### src/rtl/rv32i_types.sv
// Types shared by the RV32I memory-side blocks.
package rv32i_types;

    typedef enum logic [1:0] {
        ARB_IDLE = 2'd0,
        ARB_IMEM = 2'd1,
        ARB_DMEM = 2'd2
    } arb_state_t;

endpackage

### src/rtl/mem_port_arbiter.sv
// Arbitrates CPU fetch (imem) and load/store (dmem) ports onto one unified
// memory port; one transaction in flight, dmem-first with imem starvation relief.
//
// state    | meaning
// ARB_IDLE | no transaction outstanding; grant decided on the next edge
// ARB_IMEM | fetch issued on mem_*; waiting for mem_resp
// ARB_DMEM | load/store issued on mem_*; waiting for mem_resp
module mem_port_arbiter
    import rv32i_types::*;
#(
    parameter int STARVE_LIMIT = 4
) (
    input  logic        clk,
    input  logic        rst,
    input  logic [31:0] imem_addr,
    input  logic [3:0]  imem_rmask,
    output logic [31:0] imem_rdata,
    output logic        imem_resp,
    input  logic [31:0] dmem_addr,
    input  logic [3:0]  dmem_rmask,
    input  logic [3:0]  dmem_wmask,
    input  logic [31:0] dmem_wdata,
    output logic [31:0] dmem_rdata,
    output logic        dmem_resp,
    input  logic        amo,
    output logic [31:0] mem_addr,
    output logic [3:0]  mem_rmask,
    output logic [3:0]  mem_wmask,
    output logic [31:0] mem_wdata,
    input  logic [31:0] mem_rdata,
    input  logic        mem_resp
);

    localparam int CW = $clog2(STARVE_LIMIT + 1);

    arb_state_t    state_q, state_d;
    logic [CW-1:0] starve_cnt_q, starve_cnt_d;
    logic          amo_hold_q, amo_hold_d;
    logic [31:0]   mem_addr_q, mem_addr_d;
    logic [31:0]   mem_wdata_q, mem_wdata_d;
    logic [3:0]    mem_rmask_q, mem_rmask_d;
    logic [3:0]    mem_wmask_q, mem_wmask_d;

    logic imem_req, dmem_req, grant_imem, grant_dmem;

    always_comb begin
        imem_req   = |imem_rmask;
        dmem_req   = (|dmem_rmask) | (|dmem_wmask);
        grant_imem = 1'b0;
        grant_dmem = 1'b0;
        if (state_q == ARB_IDLE) begin
            // An open atomic pair locks imem out even when dmem is momentarily idle.
            if (amo_hold_q) begin
                grant_dmem = dmem_req;
            end else if (imem_req && dmem_req && (starve_cnt_q == CW'(STARVE_LIMIT))) begin
                grant_imem = 1'b1;
            end else if (dmem_req) begin
                grant_dmem = 1'b1;
            end else if (imem_req) begin
                grant_imem = 1'b1;
            end
        end
    end

    always_comb begin
        state_d      = state_q;
        mem_addr_d   = mem_addr_q;
        mem_wdata_d  = mem_wdata_q;
        mem_rmask_d  = mem_rmask_q;
        mem_wmask_d  = mem_wmask_q;
        starve_cnt_d = starve_cnt_q;
        amo_hold_d   = amo_hold_q;
        imem_resp    = 1'b0;
        dmem_resp    = 1'b0;

        case (state_q)
            ARB_IDLE: begin
                if (grant_imem) begin
                    state_d     = ARB_IMEM;
                    mem_addr_d  = imem_addr;
                    mem_rmask_d = imem_rmask;
                    mem_wmask_d = 4'h0;
                    mem_wdata_d = 32'h0;
                end else if (grant_dmem) begin
                    state_d     = ARB_DMEM;
                    mem_addr_d  = dmem_addr;
                    mem_rmask_d = dmem_rmask;
                    mem_wmask_d = dmem_wmask;
                    mem_wdata_d = dmem_wdata;
                end
            end
            ARB_IMEM: begin
                if (mem_resp) begin
                    imem_resp   = 1'b1;
                    state_d     = ARB_IDLE;
                    mem_rmask_d = 4'h0;
                    mem_wmask_d = 4'h0;
                end
            end
            ARB_DMEM: begin
                if (mem_resp) begin
                    dmem_resp   = 1'b1;
                    state_d     = ARB_IDLE;
                    mem_rmask_d = 4'h0;
                    mem_wmask_d = 4'h0;
                end
            end
            default: begin
                state_d     = ARB_IDLE;
                mem_rmask_d = 4'h0;
                mem_wmask_d = 4'h0;
            end
        endcase

        if (grant_imem) begin
            starve_cnt_d = '0;
        end else if (grant_dmem && imem_req && (starve_cnt_q != CW'(STARVE_LIMIT))) begin
            starve_cnt_d = starve_cnt_q + CW'(1);
        end

        if (grant_dmem && (|dmem_wmask)) begin
            amo_hold_d = 1'b0;
        end else if (grant_dmem && (|dmem_rmask) && amo) begin
            amo_hold_d = 1'b1;
        end else if ((state_q == ARB_IDLE) && !amo) begin
            amo_hold_d = 1'b0;
        end
    end

    always_ff @(posedge clk or posedge rst) begin
        if (rst) begin
            state_q      <= ARB_IDLE;
            mem_addr_q   <= 32'h0;
            mem_wdata_q  <= 32'h0;
            mem_rmask_q  <= 4'h0;
            mem_wmask_q  <= 4'h0;
            starve_cnt_q <= '0;
            amo_hold_q   <= 1'b0;
        end else begin
            state_q      <= state_d;
            mem_addr_q   <= mem_addr_d;
            mem_wdata_q  <= mem_wdata_d;
            mem_rmask_q  <= mem_rmask_d;
            mem_wmask_q  <= mem_wmask_d;
            starve_cnt_q <= starve_cnt_d;
            amo_hold_q   <= amo_hold_d;
        end
    end

    assign mem_addr   = mem_addr_q;
    assign mem_wdata  = mem_wdata_q;
    assign mem_rmask  = mem_rmask_q;
    assign mem_wmask  = mem_wmask_q;
    assign imem_rdata = mem_rdata;
    assign dmem_rdata = mem_rdata;

endmodule

### config.mk
export PLATFORM = sky130hd
export DESIGN_NAME = mem_port_arbiter
export DESIGN_NICKNAME = d
export VERILOG_FILES = /design/src/rtl/rv32i_types.sv /design/src/rtl/mem_port_arbiter.sv
export SDC_FILE = /design/constraint.sdc
export NUM_CORES = 1
export LEC_CHECK = 0
export BUFFER_PORTS_ARGS = -buffer_cell sky130_fd_sc_hd__buf_4
export CAP_MARGIN = 20
export CORE_AREA = 2 2 109 111
export DETAILED_ROUTE_END_ITERATION = 6
export DIE_AREA = 0 0 111 113
export PLACE_DENSITY = 0.8
export SYNTH_ARGS = -nofsm -noshare
export SYNTH_HDL_FRONTEND = slang
export SYNTH_SLANG_ARGS = --single-unit
### constraint.sdc
create_clock -name clk -period 3.3 [get_ports clk]
set_input_delay 0.495 -clock clk [delete_from_list [all_inputs] [get_ports clk]]
set_output_delay 0.495 -clock clk [all_outputs]
set_load 0.1 [all_outputs]
## Word level (Yosys, flattened, before mapping)

Index checks and enable logic that the tools add are counted.

| storage, ports and cells | value |
|---|---|
| flip-flop bits (word level) | 78 |
| input port bits | 144 |
| output and inout port bits | 138 |

| operators by class | value |
|---|---|
| add/subtract/negate cells | 1 |
| equal/unequal tests | 6 |
| mux-type cells | 32 |
| bitwise logic cells | 1 |
| reduce and logical (&&, ||, !) cells | 19 |

Operators by type and width:

| operator | number |
|---|---|
| 2-to-1 mux 32 bit | 4 |
| 2-to-1 mux 4 bit | 5 |
| case mux 4 bit (2 select lines) | 2 |
| 2-to-1 mux 1 bit | 15 |
| OR reduction 4 bit | 3 |
| logical AND 1 bit | 8 |
| 2-to-1 mux 2 bit | 3 |
| 2-to-1 mux 3 bit | 2 |
| inequality test 3 bit, second input constant | 2 |
| case mux 2 bit (2 select lines) | 1 |
| AND reduction 2 bit | 2 |
| nonzero test 2 bit | 2 |
| adder 3 x 1 -> 3 bit, second input constant | 1 |
| == test 3 bit, second input constant | 1 |
| nonzero test 3 bit | 1 |
| == test 2 x 1 -> 1 bit, second input constant | 1 |
| == test 2 bit, second input constant | 1 |
| zero test 2 bit | 1 |
| inequality test 2 x 1 -> 1 bit, second input constant | 1 |
| OR reduction 2 bit | 1 |
| zero test 1 bit | 1 |
| OR 1 bit | 1 |

## Depth between registers and ports, before layout

Gate-level depths: netlist (run 1).

| logic depth | value |
|---|---|
| depth after elaboration | 11 |
| gate-level depth with buffers | 8 |
| gate-level depth less buffers | 6 |

## Least setup slack after synthesis (run 1)

No wires, ideal clock.

| path | value |
|---|---|
| kind | input -> register |
| start point | in imem_rmask[3] |
| end point | reg mem_rmask_q[0], in the netlist mem_rmask[0] |
| arrival time | 2.294 ns |
| slack | 0.880 ns |
| cell stages on the path | 6 |
| buffers on the path | 2 |
| cells stage by stage | or4_1 > buf_2 > nor2b_1 > buf_2 > o41ai_4 > mux2_2 |

| on the way | value |
|---|---|
| longest elaborated chain between the ends | 8 |
| elaborated cells between the ends (all ways) | 15 |
| those cells by class | eq/ne: 1; mux: 10; reduce/logical: 4 |

RTL lines:

| what | RTL line | source |
|---|---|---|
| from (decl) | mem_port_arbiter.sv:16 | `input logic [3:0] imem_rmask,` |
| OR reduction 4 bit * | mem_port_arbiter.sv:47 | `imem_req = \|imem_rmask;` |
| 2-to-1 mux 1 bit / logical AND 1 bit (equally long branches) | mem_port_arbiter.sv:59, mem_port_arbiter.sv:55 |  |
| 2-to-1 mux 1 bit / logical AND 1 bit (equally long branches) | mem_port_arbiter.sv:57, mem_port_arbiter.sv:55 |  |
| 2-to-1 mux 1 bit | mem_port_arbiter.sv:55 | `end else if (imem_req && dmem_req && (starve_cnt_q == CW'(STARVE_LIMIT))) begin` |
| 2-to-1 mux 1 bit | mem_port_arbiter.sv:53 | `if (amo_hold_q) begin` |
| 2-to-1 mux 1 bit | mem_port_arbiter.sv:51 | `if (state_q == ARB_IDLE) begin` |
| 2-to-1 mux 4 bit / inequality test 3 bit (equally long branches) | -- |  |
| case mux 4 bit (2 select lines) / AND reduction 2 bit (equally long branches) | -- |  |
| to (signal assigned) | mem_port_arbiter.sv:143 | `mem_rmask_q <= mem_rmask_d;` |
| to (decl) | mem_port_arbiter.sv:41 | `logic [3:0] mem_rmask_q, mem_rmask_d;` |

Every way passes the cells marked *; elsewhere a longest branch is shown, timed or not.
A chain may end at the register's enable or synchronous reset.

## Worst setup path after layout (run 1)

| path | value |
|---|---|
| start point | reg state_q[1] |
| end point | reg mem_wdata_q[1], in the netlist mem_wdata[1] |

| on the way | value |
|---|---|
| longest elaborated chain between the ends | 4 |
| elaborated cells between the ends (all ways) | 6 |
| those cells by class | mux: 3; reduce/logical: 3 |

RTL lines:

| what | RTL line | source |
|---|---|---|
| from (decl) | mem_port_arbiter.sv:36 | `arb_state_t state_q, state_d;` |
| from (signal assigned) | mem_port_arbiter.sv:140 | `state_q <= state_d;` |
| zero test 2 bit * | mem_port_arbiter.sv:51, mem_port_arbiter.sv:76 |  |
| 2-to-1 mux 1 bit | mem_port_arbiter.sv:51 |  |
| nonzero test 2 bit (no source line) | -- |  |
| AND reduction 2 bit (no source line) | -- |  |
| to (signal assigned) | mem_port_arbiter.sv:142 | `mem_wdata_q <= mem_wdata_d;` |
| to (decl) | mem_port_arbiter.sv:40 | `logic [31:0] mem_wdata_q, mem_wdata_d;` |

Marks and branches as above.

==> impl_metrics.env, run 1 <==
export IMPL_status="finished, final reports clean"
export IMPL_htree_levels=3
export IMPL_cts_buffers=9
export IMPL_ios=282
export IMPL_start_util_pct=37.91
export IMPL_io_buffers=185
export IMPL_slowest_delay_ns=0.82
export IMPL_layout_commonest_cell="buf_4"
export IMPL_hold_worst_slack_ns=0.2506
export IMPL_cp_required_ns=3.55
export IMPL_placed_area_um2=5298
export IMPL_synthArstFlopShare_pct=100.0
export IMPL_final_setup_skew_ns=0.008078
export IMPL_crit_path_start_kind="register"
export IMPL_cp_slowest_cell="o21a_2"
export IMPL_critical_path_peak_fanout=44
export IMPL_cts_buffer_depth=2
export IMPL_rr_endpoint="mem_wdata[1]$_DFFE_PP0P_"
export IMPL_grt_pass1_vias=3979
export IMPL_period_minus_slack_ns=2.498
export IMPL_clk_latency_ns=0.33
export IMPL_worstPathCellList="inv_1, ha_1, o21a_2, buf_4, nand3_1, a21oi_1"
export IMPL_diodes=0
export IMPL_clk_pin_slew_ns=0.06
export IMPL_critical_path_buf_inv_count=2
export IMPL_grt_pass1_wl_mm=19.78
export IMPL_synthesis_area_um2=4273
export IMPL_cts_setup_buffers=0
export IMPL_tightest_slew_ns=1.035
export IMPL_finalSetupTns_ns=0
export IMPL_cts_tree="yes"
export IMPL_grt_max_degree=79
export IMPL_yosysSeqAreaShare_pct=45.68
export IMPL_cp_depth=6
export IMPL_cts_resized=0
export IMPL_die_x_um=111
export IMPL_syn_inst=479
export IMPL_via_count=3991
export IMPL_synth_edf_count=0
export IMPL_cts_root_buf="clkbuf_16"
export IMPL_dpl_worst_slack_ns=0.5866
export IMPL_crit_type="reg2reg"
export IMPL_setup_viol=0
export IMPL_grt_usage_pct=19.58
export IMPL_die_h_um=113
export IMPL_final_nets=723
export IMPL_drc_errors=0
export IMPL_design_area_um2=5635
export IMPL_final_antenna_net_count=0
export IMPL_synth_warnings=0
export IMPL_drive_above_1_share_pct=38.93
export IMPL_worstRegToRegCells=6
export IMPL_maxCapViolations=0
export IMPL_gp_congestion=0.8973
export IMPL_ys_ff_latch=78
export IMPL_rr_startpoint="state_q[1]$_DFFE_PP0P_"
export IMPL_syn_nets=628
export IMPL_synth_ff_type="dfrtp_1"
export IMPL_maxSlewHeadroom_pct=30.99
export IMPL_clock_sinks=78
export IMPL_first_pass_iters=4
export IMPL_cp_end_kind="register"
export IMPL_antenna_found_initial=0
export IMPL_min_path_type="in2async"
export IMPL_grt_overflow_total=0
export IMPL_final_cell_mix="192 x buf_4, 78 x dfrtp_1, 66 x nand3_1"
export IMPL_hold_viol=0
export IMPL_drt_iter0_drc=423
export IMPL_rsz0062_at_grt="no"
export IMPL_ys_types=32
export IMPL_cts_hold_buf=0
export IMPL_finalCritPeriodShare_pct=75.70
export IMPL_wl_mm=12.53
export IMPL_worstSetupStartpoint="state_q[1]$_DFFE_PP0P_"
export IMPL_hpwl_mm=8.657
export IMPL_finalMaxSlewViolations=0
export IMPL_rrSetupSlack_ns=0.80
export IMPL_syn_area_per_cell_um2=8.920
export IMPL_crit_path_end="mem_wdata[1]$_DFFE_PP0P_"
export IMPL_rows=39
export IMPL_core_area_um2=11270
export IMPL_crit_family="compound AO/OA/AOI/OAI gates"
export IMPL_post_drt_via_cell_ratio=5.535
export IMPL_syn2layout_area_growth_pct=31.89
export IMPL_fp_dieArea_um2=12540
export IMPL_critPathArrivalTime_ns=2.75
export IMPL_wl_per_cell_um=17.37
export IMPL_setup_slack_ns=0.8018
export IMPL_fmax_mhz=400.3
[per-stage QoR]
step | util, % | instances
5_1_grt | 49.99 | 721
4_1_cts | 49.99 | 721
6_report | 49.99 | 721
3_5_place_dp | 47.00 | 706
3_3_place_gp | 47.00 | 706
2_1_floorplan | - | 479
[per-layer routing]
metal	vias to the layer above	routed length [um]	track usage (%)
li1	1839	-	-
met1	1912	4962	23.35
met2	210	6205	32.39
met3	30	1087	5.999
met4	0	272	9.583
met5	-	0	0
[Yosys cell counts (3+ instances only)]
library cell	count	area share (%)
inv_1	6	0.53
nor3_1	32	3.7
nand3_1	66	7.7
a32o_1	4	0.94
nand2_1	6	0.53
dfrtp_1	78	46
a21oi_1	40	4.7
a31oi_1	33	4.8
mux2_2	9	2.4
buf_1	4	0.35
ha_1	5	1.5
buf_4	64	11
clkbuf_1	40	3.5
nor2_1	4	0.35
or4_1	3	0.53
o21ai_0	65	7.6
[cell type report]
class,count,area (um^2)
Clock inverter,4,95.09
Clock buffer,11,242.7
Sequential cell,78,1952
Multi-Input combinational cell,285,1662
Inverter,6,23.77
Timing Repair Buffer,194,1481
Fill cell,1048,5637
Tap cell,143,178.9
[kinds of logic (layout without fill, tap and decap cells)]
| group | count (synthesis) | in the layout | synth area share (%) |
|---|---|---|---|
| AND/OR/NAND/NOR | 119 | 119 | 14.14 |
| XOR/XNOR | 1 | 1 | 0.2050 |
| multiplexers | 11 | 11 | 2.840 |
| flip-flops | 78 | 78 | 45.68 |
| buffers and inverters | 116 | 215 | 15.87 |
| adder cells (fa/ha/maj) | 5 | 5 | 1.464 |
| AO/OA/AOI/OAI | 149 | 149 | 19.79 |
[worst min-delay path by stage]
stage / end / cells after the start
floorplan: state_q[1]$_DFFE_PP0P_ / 1
global placement: mem_rmask[0]$_DFFE_PP0P_ / 1
detailed placement: mem_rmask[1]$_DFFE_PP0P_ / 1
CTS: mem_wdata[2]$_DFFE_PP0P_ / 3
global route: mem_wdata[7]$_DFFE_PP0P_ / 3
finish: mem_wdata[6]$_DFFE_PP0P_ / 3
[sequential cells by signal (all words and copies together) (netlist names)]
| name | count |
|---|---|
| starve_cnt_q | 3 |
| mem_rmask | 4 |
| mem_addr | 32 |
| mem_wmask | 4 |
| state_q | 2 |
| mem_wdata | 32 |
| amo_hold_q | 1 |
[worst min-delay path: cells and delay by family]
kind	cells	cell delay (ns)
buffers and inverters	3	0.51
Power of run 1 is not shown: default switching activity piles up to over one toggle a cycle in this logic, so the estimate is an artifact.
==> run 2, diff against run 1 <==
- ABC_AREA: default -> 1
- CORE_AREA: 2 2 109 111 -> 2 2 111 113
- DIE_AREA: 0 0 111 113 -> 0 0 113 115
- PLACE_DENSITY: 0.8 -> 0.78
- clock period: 3.3 -> 2.1 ns (I/O delays scaled with it)
==> run 2 against run 1 <==
  * The run now ends with DRC left
  * Hold slack got worse by 0.16 ns
  * Count of clock-buffer cells in the layout down 1
  * Via count is 12% lower
  * Sequential cell count unchanged
  * First-iteration DRC count is 45% lower
  * Register-to-register slack lost 0.44 ns
  * Fmax is 44% higher
  * Critical path type unchanged
==> impl_metrics.env, run 2 <==
export IMPL_status="complete, but fails checks"
export IMPL_violations="DRC"
export IMPL_dp_cells=746
export IMPL_grt_max_degree=40
export IMPL_crit_path_start_kind="register"
export IMPL_finalMaxSlewViolations=0
export IMPL_wl_per_cell_um=13.80
export IMPL_cts_hold_buf=0
export IMPL_die_x_um=113
export IMPL_maxSlewHeadroom_pct=52.05
export IMPL_finalSetupTns_ns=0
export IMPL_yosysSeqAreaShare_pct=48.80
export IMPL_hold_viol=0
export IMPL_rr_endpoint="starve_cnt_q[0]$_DFFE_PP0P_"
export IMPL_synth_most_common_cell="nand2_1"
export IMPL_hpwl_mm=7.734
export IMPL_synthesis_area_um2=4000
export IMPL_yosysTopAreaCell="dfrtp_1"
export IMPL_hold_worst_slack_ns=0.09280
export IMPL_final_cells=760
export IMPL_cp_end_kind="register"
export IMPL_final_antenna_net_count=0
export IMPL_io_buffers=185
export IMPL_rows=40
export IMPL_crit_path_end="starve_cnt_q[0]$_DFFE_PP0P_"
export IMPL_antenna_found_initial=0
export IMPL_diodes=0
export IMPL_grt_pass1_vias=3379
export IMPL_synth_area_mux_share_pct=0
export IMPL_rrSetupSlack_ns=0.36
export IMPL_cts_buffers=9
export IMPL_cts_setup_buffers=0
export IMPL_grt_overflow_total=0
export IMPL_rr_startpoint="starve_cnt_q[0]$_DFFE_PP0P_"
export IMPL_setup_slack_ns=0.3633
export IMPL_ys_types=22
export IMPL_wl_mm=10.49
export IMPL_yosys_area_share_simple_pct=30.40
export IMPL_ios=282
export IMPL_fp_dieArea_um2=13000
export IMPL_drc_errors=12
export IMPL_maxCapViolations=0
export IMPL_start_util_pct=33.87
export IMPL_syn_nets=638
export IMPL_htree_levels=3
export IMPL_crit_type="reg2reg"
export IMPL_period_minus_slack_ns=1.737
export IMPL_first_pass_iters=7
export IMPL_setup_viol=0
export IMPL_synth_area_leaders="dfrtp_1 49%, nand2_1 19%, buf_4 13%"
export IMPL_layout_commonest_cell="nand2_1"
export IMPL_worstSetupStartpoint="starve_cnt_q[0]$_DFFE_PP0P_"
export IMPL_via_count=3511
export IMPL_critical_path_peak_fanout=23
export IMPL_clock_sinks=78
export IMPL_syn_inst=489
export IMPL_clk_pin_slew_ns=0.06
export IMPL_cp_required_ns=2.32
export IMPL_final_cell_mix="205 x nand2_1, 187 x buf_4, 78 x dfrtp_1"
export IMPL_finalCritPeriodShare_pct=82.70
export IMPL_ys_top_cells_by_count="205 x nand2_1, 78 x dfrtp_1, 68 x buf_4"
export IMPL_synth_compound_area_share_pct=1.783
export IMPL_post_drt_via_cell_ratio=4.620
export IMPL_drive_above_1_share_pct=35.40
export IMPL_gp_congestion=0.8138
export IMPL_grt_pass1_wl_mm=16.77
export IMPL_clk_latency_ns=0.34
export IMPL_syn_area_per_cell_um2=8.180
export IMPL_synth_ff_type="dfrtp_1"
export IMPL_synth_top_family_by_area="simple AND/OR/NAND/NOR gates"
export IMPL_cts_resized=0
export IMPL_min_path_type="in2async"
export IMPL_syn2layout_area_growth_pct=35.60
export IMPL_fmax_mhz=575.8
export IMPL_tightest_slew_ns=0.7178
export IMPL_ys_ff_latch=78
export IMPL_synthArstFlopShare_pct=100.0
export IMPL_synth_xor_area_share_pct=0.2190
export IMPL_core_area_um2=11810
export IMPL_cts_tree="yes"
export IMPL_drt_iter0_drc=231
export IMPL_critPathArrivalTime_ns=1.95
export IMPL_cts_root_buf="clkbuf_16"
export IMPL_dpl_worst_slack_ns=0.3530
export IMPL_synth_edf_count=0
export IMPL_final_nets=759
export IMPL_die_h_um=115
export IMPL_yosysTopAreaCellShare_pct=48.80
export IMPL_rsz0062_at_grt="no"
export IMPL_worstRegToRegCells=9
export IMPL_cts_buffer_depth=2
export IMPL_grt_usage_pct=16.50
export IMPL_synth_warnings=0
export IMPL_synthAdderAreaFrac_pct=1.564
export IMPL_final_setup_skew_ns=0.004030
==> run 2: cell count changes after synthesis, sizes merged, moves of 4 or more <==
cell,change
a21oi,-37
a31oi,-33
a32o,-4
buf,+8
clkbuf,-34
inv,+12
mux2,-9
nand2,+201
nand4,+10
nor2,+4
nor3,-32
o21ai,-58
==> run 2: worst max-delay path, cell delays in order (launching register included) <==
cell	delay, ns
dfrtp_1	0.35
inv_1	0.07
ha_1	0.21
nand2_1	0.13
o21ai_4	0.11
nand3_2	0.12
buf_4	0.28
nand2_1	0.16
nand3_1	0.09
o21ai_0	0.08
==> run 2: worst min path at each step <==
stage                                      to                       from  slack (ns)  cells past startpoint
floorplan            mem_wdata[0]$_DFFE_PP0P_              dmem_wdata[0]        0.43                      2
global placement    mem_wdata[22]$_DFFE_PP0P_  mem_wdata[22]$_DFFE_PP0P_        0.46                      2
detailed placement  mem_wdata[20]$_DFFE_PP0P_  mem_wdata[20]$_DFFE_PP0P_        0.46                      2
CTS                 mem_wdata[11]$_DFFE_PP0P_                        rst        0.12                      2
global route        mem_wdata[11]$_DFFE_PP0P_                        rst        0.14                      2
finish              mem_wdata[14]$_DFFE_PP0P_                        rst        0.09                      2
==> run 2: kinds of logic after synthesis <==
logic type / count (synthesis)
buffers and inverters: 102
AND/OR/NAND/NOR: 291
adder cells (fa/ha/maj): 5
flip-flops: 78
XOR/XNOR: 1
AO/OA/AOI/OAI: 12
==> run 2: metal layers <==
metal  share of wire, %  routed length (um)  track usage [%]
met5                  0                   0                0
met4                3.0                 313            9.350
met3                7.8                 815            4.639
met2                 48                5086            26.47
met1                 41                4272            20.11
==> run 2: layout make-up <==
class | count | area, um^2
fillers | 1158 | 6387
flip-flops and latches | 78 | 1952
repair buffers | 194 | 1544
multi-input cells | 309 | 1359
clock buffers | 10 | 239.0
well taps | 147 | 183.9
inverters | 18 | 73.82
clock inverters | 4 | 72.57
==> run 2: per-stage QoR <==
step	utilization, %	cell area (um^2)
2_1_floorplan	-	4004
3_3_place_gp	43.28	5112
3_5_place_dp	43.28	5112
4_1_cts	45.92	5424
5_1_grt	45.92	5424
6_report	45.92	5424
Power of run 2 is left out for the same reason.
